===== config.mk =====
export PLATFORM = sky130hd
export DESIGN_NAME = shift_sequencer
export DESIGN_NICKNAME = d
export VERILOG_FILES = /design/src/rtl/shift_seq_pkg.sv /design/src/rtl/shift_stage.sv /design/src/rtl/shift_sequencer.sv
export SDC_FILE = /design/constraint.sdc
export NUM_CORES = 1
export LEC_CHECK = 0
export CAP_MARGIN = 5
export CORE_UTILIZATION = 53
export DETAILED_ROUTE_END_ITERATION = 16
export MAX_ROUTING_LAYER = met4
export PLACE_DENSITY = 0.9
export SETUP_SLACK_MARGIN = 0.15
export SYNTH_ARGS = -nofsm -noshare
export SYNTH_HDL_FRONTEND = slang
export SYNTH_SLANG_ARGS = --single-unit
export TNS_END_PERCENT = 10

===== constraint.sdc =====
create_clock -name clk -period 1.4 [get_ports clk]
set_input_delay 0.14 -clock clk [delete_from_list [all_inputs] [get_ports clk]]
set_output_delay 0.14 -clock clk [all_outputs]
set_load 0.01 [all_outputs]

===== src/rtl/shift_seq_pkg.sv =====
`default_nettype none
// ============================================================================
// Module      : shift_seq_pkg
// Description : Shared types and helpers for the multi-cycle shift sequencer.
// Revision    : 1.0 - initial release
// ============================================================================
package shift_seq_pkg;

    // Sequencer control states
    typedef enum logic [1:0] {
        IDLE  = 2'd0,
        SHIFT = 2'd1,
        DONE  = 2'd2
    } state_t;

    // Number of log stages needed for a word whose MSB index is n
    function automatic int stage_count(input int n);
        return $clog2(n + 1);
    endfunction

endpackage : shift_seq_pkg
`default_nettype wire


===== src/rtl/shift_stage.sv =====
`default_nettype none
// ============================================================================
// Module      : shift_stage
// Description : One combinational log stage; shifts or rotates by 2^K when
//               enabled, otherwise passes the word through unchanged.
// Revision    : 1.0 - initial release
// ============================================================================
module shift_stage #(
    parameter int N = 7,
    parameter int K = 0
) (
    input  logic [N:0] data,
    input  logic       en,
    input  logic       dir,
    input  logic       rot,
    output logic [N:0] result
);

    localparam int c_width = N + 1;
    localparam int c_dist  = 1 << K;

    logic [N:0] w_left;
    logic [N:0] w_right;

    // Build both directions, fold in the wrapped bits for rotate, then select
    always_comb begin
        w_left  = data << c_dist;
        w_right = data >> c_dist;
        if (rot) begin
            w_left  = w_left  | (data >> (c_width - c_dist));
            w_right = w_right | (data << (c_width - c_dist));
        end
        result = data;
        if (en) begin
            result = dir ? w_right : w_left;
        end
    end

endmodule : shift_stage
`default_nettype wire


===== src/rtl/shift_sequencer.sv =====
`default_nettype none
// ============================================================================
// Module      : shift_sequencer
// Description : Accepts one shift/rotate request, applies one log stage per
//               clock, then holds the result until the consumer takes it.
// Revision    : 1.0 - initial release
// ============================================================================
module shift_sequencer
    import shift_seq_pkg::*;
#(
    parameter  int N      = 7,
    localparam int STAGES = stage_count(N)
) (
    input  logic              clk,
    input  logic              rst_n,
    input  logic              in_valid,
    output logic              in_ready,
    input  logic [N:0]        in_data,
    input  logic [STAGES-1:0] in_amt,
    input  logic              in_dir,
    input  logic              in_rot,
    output logic              out_valid,
    input  logic              out_ready,
    output logic [N:0]        out_data,
    output logic              busy,
    output logic [STAGES-1:0] stage
);

    localparam logic [STAGES-1:0] c_last_stage = STAGES'(STAGES - 1);
    localparam logic [STAGES-1:0] c_one        = STAGES'(1);

    state_t            r_state;
    logic [STAGES-1:0] r_cnt;
    logic [N:0]        r_data;
    logic [STAGES-1:0] r_amt;
    logic              r_dir;
    logic              r_rot;
    logic [N:0]        r_out_data;

    logic [N:0]        w_stage_out [STAGES];
    logic [N:0]        w_next_data;

    // One instance per log stage; stage k is enabled by amount bit k
    for (genvar k = 0; k < STAGES; k++) begin : g_stage
        shift_stage #(
            .N (N),
            .K (k)
        ) u_stage (
            .data   (r_data),
            .en     (r_amt[k]),
            .dir    (r_dir),
            .rot    (r_rot),
            .result (w_stage_out[k])
        );
    end

    assign w_next_data = w_stage_out[r_cnt];

    // Control FSM, stage counter and data registers
    always_ff @(posedge clk) begin
        if (!rst_n) begin
            r_state    <= IDLE;
            r_cnt      <= '0;
            r_data     <= '0;
            r_amt      <= '0;
            r_dir      <= 1'b0;
            r_rot      <= 1'b0;
            r_out_data <= '0;
        end else begin
            case (r_state)
                IDLE: begin
                    if (in_valid) begin
                        r_data  <= in_data;
                        r_amt   <= in_amt;
                        r_dir   <= in_dir;
                        r_rot   <= in_rot;
                        r_cnt   <= '0;
                        r_state <= SHIFT;
                    end
                end
                SHIFT: begin
                    r_data <= w_next_data;
                    if (r_cnt == c_last_stage) begin
                        // Counter parks at zero so the stage output reads 0 outside SHIFT
                        r_cnt      <= '0;
                        r_out_data <= w_next_data;
                        r_state    <= DONE;
                    end else begin
                        r_cnt <= r_cnt + c_one;
                    end
                end
                DONE: begin
                    if (out_ready) begin
                        r_state <= IDLE;
                    end
                end
                default: begin
                    r_state <= IDLE;
                    r_cnt   <= '0;
                end
            endcase
        end
    end

    // Status outputs decode the state register only
    always_comb begin
        in_ready  = (r_state == IDLE);
        out_valid = (r_state == DONE);
        busy      = (r_state != IDLE);
        stage     = r_cnt;
        out_data  = r_out_data;
    end

endmodule : shift_sequencer
`default_nettype wire


==> flow_metrics.py, run 1 <==
metrics = {
    "run_status": {
        "status": "complete, but fails checks",
        "violations": "setup timing",
    },
    "detailed_routing": {
        "via_per_inst": 6.61,
        "post_drt_wl_per_cell_um": 20.4,
        "wl_um": 6600,
        "vias": 2136,
        "ant_nets": 0,
        "first_pass_iters": 5,
        "drt_iter0_drc": 277,
        "drcViolationCount": 0,
    },
    "place": {
        "portBuffers": 30,
        "placed_area_um2": 2280,
        "dp_hpwl_um": 3850,
        "gp_congestion": 0.949,
    },
    "sta": {
        "finalSetupViolations": 5,
        "period_needed_ns": 1.58,
        "setup_tns_ns": -0.459,
        "setup_slack_ns": -0.177,
        "fin_crit_sh": 1.13,
        "fmax_mhz": 634,
        "rsz0062_at_grt": "yes",
        "drv_slew": 0,
        "fin_skew_ns": 0.0149,
        "worst_slew_pin_slew_ns": 0.571,
        "finalHoldViolations": 0,
        "relSlewSlack": 0.614,
    },
    "clock_tree": {
        "clock-sinks": 26,
        "hold_buffers": 0,
        "insertion_delay_ns": 0.35,
        "tritoncts": "yes",
        "htree_levels": 1,
        "numCtsBuffers": 3,
        "clkSlewWorstSetupHoldPaths_ns": 0.16,
        "root_buffer": "clkbuf_4",
        "clockBufferDepth": 2,
    },
    "synth": {
        "synthXorXnorAreaFrac": 0.00490,
        "synthFlopType": "dfxtp_1",
        "yosysWarnings": 0,
        "synth_top_family_by_area": "simple AND/OR/NAND/NOR gates",
        "synth-simple-area-share": 0.283,
        "muxShareOfSynthArea": 0.0503,
        "synth_edf_count": 0,
        "synthCells": 229,
        "synthArstFlopShare": 0,
        "synth_fa_ha_area_frac": 0,
        "ys_ff_latch": 26,
        "syn_area_um2": 1790,
        "syn_nets": 246,
        "synth_cell_types": 44,
        "synth_compound_area_frac": 0.278,
        "synth_seq_area_share": 0.291,
        "syn_area_per_cell_um2": 7.81,
    },
    "cells_and_area": {
        "layout_common_cells": "33 x nor2_1, 29 x buf_4, 16 x nand2_1, 16 x a21oi_1, 16 x clkdlybuf4s50_1",
        "final_area_um2": 2600,
        "diodes": 0,
        "multi_input_area_um2": 1280,
        "nFillCells": 190,
        "layout_commonest_cell": "nor2_1",
        "regArea_um2": 557,
        "final_layout_size_suffix_gt1_frac": 0.348,
        "syn2layout_area_growth_pct": 45.5,
        "nets": 297,
    },
    "worst_setup_path": {
        "r2r_slack_ns": -0.18,
        "path_max_fanout": 7,
        "cp-end-kind": "flop",
        "critPathKind": "flop to flop",
        "cp-start-kind": "flop",
        "crit_required_ns": 1.68,
        "worstPathArrival_ns": 1.86,
    },
    "power_and_ir_drop": {
        "p_leak_nw": 0.943,
        "p_per_area_nw_per_um2": 787,
        "vdd_drop_max_mv": 0.531,
    },
    "floorplan": {
        "dieArea_um2": 3610,
        "die_h_um": 60.1,
        "fp.dieW_um": 60.1,
        "ios": 31,
        "rows": 20,
        "core_um2": 3130,
        "initial_utilization": 0.572,
    },
    "global_routing": {
        "track_usage": 0.338,
        "grt_pass1_wl_um": 8750,
        "antenna_found_initial": 0,
        "grt_pass1_vias": 1783,
        "overflow": 0,
        "grt_max_degree": 18,
    },
    "min_path": {
        "hp-class": "input pin to flop",
    },
    "flow_run": {
        "cap_violations": 0,
    },
}
## Yosys cell counts (3+ instances only)
| library cell | n | area [um2] |
|---|---|---|
| a21oi_1 | 19 | 95.1 |
| a311o_1 | 3 | 30.0 |
| a311oi_1 | 10 | 87.6 |
| a31oi_1 | 6 | 37.5 |
| buf_2 | 9 | 45.0 |
| buf_6 | 6 | 67.6 |
| clkbuf_1 | 6 | 22.5 |
| dfxtp_1 | 26 | 521 |
| inv_1 | 6 | 22.5 |
| mux2i_1 | 9 | 90.1 |
| nand2_1 | 16 | 60.1 |
| nand2b_1 | 12 | 75.1 |
| nand2b_4 | 3 | 41.3 |
| nand3_1 | 5 | 25.0 |
| nor2_1 | 35 | 131 |
| nor2b_1 | 7 | 43.8 |
| o211ai_1 | 3 | 22.5 |
| o21ai_0 | 7 | 35.0 |
| o221ai_1 | 3 | 26.3 |
| o22a_1 | 3 | 26.3 |
| o22ai_1 | 4 | 25.0 |
## metrics by stage
step                instances  hold WS (ns)  total power [mW]  setup slack [ns]   util
finish                    323         0.361              2.05            -0.177  0.832
global route              323         0.399              2.10            -0.302  0.832
CTS                       320         0.393              1.94            0.0268  0.776
detailed placement        314         0.461              1.38            -0.137  0.729
global placement          314         0.459              1.37           -0.0309  0.729
floorplan                 229         0.278              1.16             0.107      -
## timing repair
item / CTS / global route
endpoints found under the setup margin: 38 / 29
pin swaps: 12 / 27
setup buffers: 2 / 3
resized for setup: 56 / 41
## area by class of cell
class | instances | area share
Clock buffer | 3 | 0.00865
Clock inverter | 1 | 0.0115
Inverter | 7 | 0.0101
Multi-Input combinational cell | 174 | 0.493
Sequential cell | 26 | 0.214
Tap cell | 44 | 0.0212
Timing Repair Buffer | 68 | 0.242
## cell families after synthesis
logic type | Yosys count
compound gates | 71
simple gates | 93
xor+xnor | 1
mux | 9
flops | 26
buf+inv | 29
## sequential cells by signal (all words and copies together) (netlist names)
register	cells
r_amt	3
r_data	8
out_data	8
r_dir	1
r_state	2
r_rot	1
stage	3
## critical path, stage by stage, from the launching register on
cell and delay, ns:
dfxtp_1 0.52, inv_1 0.12, o311ai_0 0.55, o21ai_0 0.20
a21oi_1 0.14
## path summary, 6_finish.rpt
kind / cells past startpoint / endpoint / start
worst max register to register: 4 / r_data[4] / r_data[4]
worst min-delay path: 3 / out_data[2] / rst_n
worst min register to register: 2 / out_data[5] / out_data[5]
worst max-delay path: 4 / r_data[4] / r_data[4]
## per-layer routing
layer | up-vias | wire [um] | track usage | share of wire
met1 | 978 | 2530 | 0.441 | 0.38
met2 | 186 | 3010 | 0.538 | 0.46
met4 | 0 | 388 | 0.120 | 0.059
met3 | 47 | 673 | 0.0368 | 0.10
met5 | - | 0 | - | 0
li1 | 925 | - | - | -
## report_power, final
part           internal, mW  switching, mW  total, mW
Clock                 0.290          0.256      0.546
Sequential            0.772         0.0843      0.856
Combinational         0.330          0.315      0.646
Total                  1.39          0.656       2.05
No activity file was read; power rests on OpenSTA's default activity.
==> run 2, diff against run 1 <==
- DONT_BUFFER_PORTS: unset -> 1
- GPL_ROUTABILITY_DRIVEN: unset -> 0
- PLACE_DENSITY: 0.9 -> 0.78
==> flow_metrics.py, run 2 (same netlist as run 1, synthesis figures left out) <==
metrics = {
    "cells_and_area": {
        "regArea_um2": 557,
        "nFillCells": 241,
        "layout_commonest_cell": "nor2_1",
        "layout_common_cells": "33 x nor2_1, 17 x a21oi_1, 16 x buf_4",
        "final_area_um2": 2270,
        "final_layout_size_suffix_gt1_frac": 0.321,
        "nets": 262,
        "final_util": 0.724,
        "multi_input_area_um2": 1280,
        "diodes": 0,
        "syn2layout_area_growth_pct": 26.6,
    },
    "clock_tree": {
        "clockBufferDepth": 2,
        "root_buffer": "clkbuf_4",
        "tritoncts": "yes",
        "insertion_delay_ns": 0.32,
        "htree_levels": 1,
        "clkSlewWorstSetupHoldPaths_ns": 0.14,
        "numCtsBuffers": 3,
        "clock-sinks": 26,
    },
    "sta": {
        "fin_skew_ns": 0.00922,
        "finalHoldViolations": 0,
        "relSlewSlack": 0.635,
        "rsz0062_at_grt": "yes",
        "fin_crit_sh": 1.03,
        "finalSetupViolations": 1,
        "fmax_mhz": 695,
        "worst_slew_pin_slew_ns": 0.544,
        "period_needed_ns": 1.44,
        "drv_slew": 0,
        "setup_slack_ns": -0.0397,
    },
    "global_routing": {
        "grt_pass1_wl_um": 7620,
        "track_usage": 0.287,
        "grt_max_degree": 20,
        "overflow": 0,
        "grt_pass1_vias": 1573,
        "antenna_found_initial": 0,
    },
    "floorplan": {
        "die_h_um": 60.1,
        "fp.dieW_um": 60.1,
        "dieArea_um2": 3610,
        "core_um2": 3130,
        "ios": 31,
        "initial_utilization": 0.572,
        "rows": 20,
    },
    "detailed_routing": {
        "routed-wl-met3_um": 515,
        "wl_met1_um": 2260,
        "vias": 1857,
        "top_layer_used": "met4",
        "post_drt_wl_per_cell_um": 18.6,
        "routed-wl-met2_um": 2400,
        "wl_um": 5330,
        "ant_nets": 0,
        "drt_iter0_drc": 160,
        "drcViolationCount": 0,
        "first_pass_iters": 4,
        "via_per_inst": 6.47,
    },
    "run_status": {
        "violations": "setup timing",
        "status": "complete, but fails checks",
    },
    "power_and_ir_drop": {
        "p_leak_nw": 0.746,
        "vdd_drop_max_mv": 0.489,
        "p_per_area_nw_per_um2": 761,
    },
    "flow_run": {
        "cap_violations": 0,
    },
    "place": {
        "placed_area_um2": 1870,
        "dp_hpwl_um": 3230,
        "portBuffers": 0,
    },
    "worst_setup_path": {
        "critPathKind": "flop to flop",
        "worstPathArrival_ns": 1.68,
        "crit_required_ns": 1.64,
        "cp-end-kind": "flop",
        "path_max_fanout": 16,
        "cp-start-kind": "flop",
    },
    "min_path": {
        "hp-class": "input pin to flop",
    },
}
[run 2: cell count changes in the layout (fill, tap and decap cells not counted), sizes merged]
cell,previous run,this run
dlygate4sd2,10,0
clkdlybuf4s50,16,0
dlygate4sd3,0,8
clkbuf,4,3
buf,41,25
bufinv,1,0
[run 2: critical path, stage by stage (launching register included)]
cell and delay, ns:
dfxtp_1 0.40, buf_6 0.19, nor2_1 0.07, a311oi_1 0.42, a21oi_2 0.08, a31oi_1 0.19
[run 2: per-layer routing]
layer,GRT usage,vias to the layer above
met3,0.0390,22
met4,0.0698,0
li1,-,856
met5,-,-
met2,0.436,123
met1,0.399,856
[run 2: stage by stage]
stage	hold slack (ns)	total power, mW	worst slack (ns)	TNS [ns]	cells
after CTS	0.0998	1.61	0.0690	0	286
after floorplan	0.278	1.16	0.107	0	229
after detailed placement	0.285	1.25	-0.0469	-0.0888	269
after global placement	0.286	1.24	-0.0413	-0.0413	269
final	0.0740	1.72	-0.0397	-0.0397	287
after global routing	0.0822	1.81	-0.0947	-0.144	287
[run 2: where the power goes]
| group | switching [mW] | total, mW | internal, mW |
|---|---|---|---|
| Sequential | 0.0830 | 0.857 | 0.774 |
| Combinational | 0.285 | 0.548 | 0.263 |
| Clock | 0.219 | 0.320 | 0.101 |
[run 2: final timing paths]
kind,start,to,slack (ns),cells past startpoint
setup / recovery,r_amt[0],r_data[0],-0.04,5
hold / removal,in_valid,r_data[4],0.07,3
setup reg to reg,r_amt[0],r_data[0],-0.04,5
hold reg to reg,out_data[5],out_data[5],0.53,2
[run 2: cell type report]
cell class / count / share of cell area
multi-input combinational: 174 / 0.567
sequential: 26 / 0.246
timing repair buffer: 33 / 0.141
tap: 44 / 0.0243
inverter: 7 / 0.0127
clock buffer: 3 / 0.00994
[run 2: timing repair]
| action | in CTS | in global routing |
|---|---|---|
| cloned | 0 | 0 |
| gates resized for setup | 12 | 57 |
| setup buffers | 6 | 1 |
| endpoints found under the hold margin | 14 | 0 |
| setup endpoints to repair | 24 | 27 |
| pin swaps | 0 | 25 |
| hold buffers | 8 | 0 |
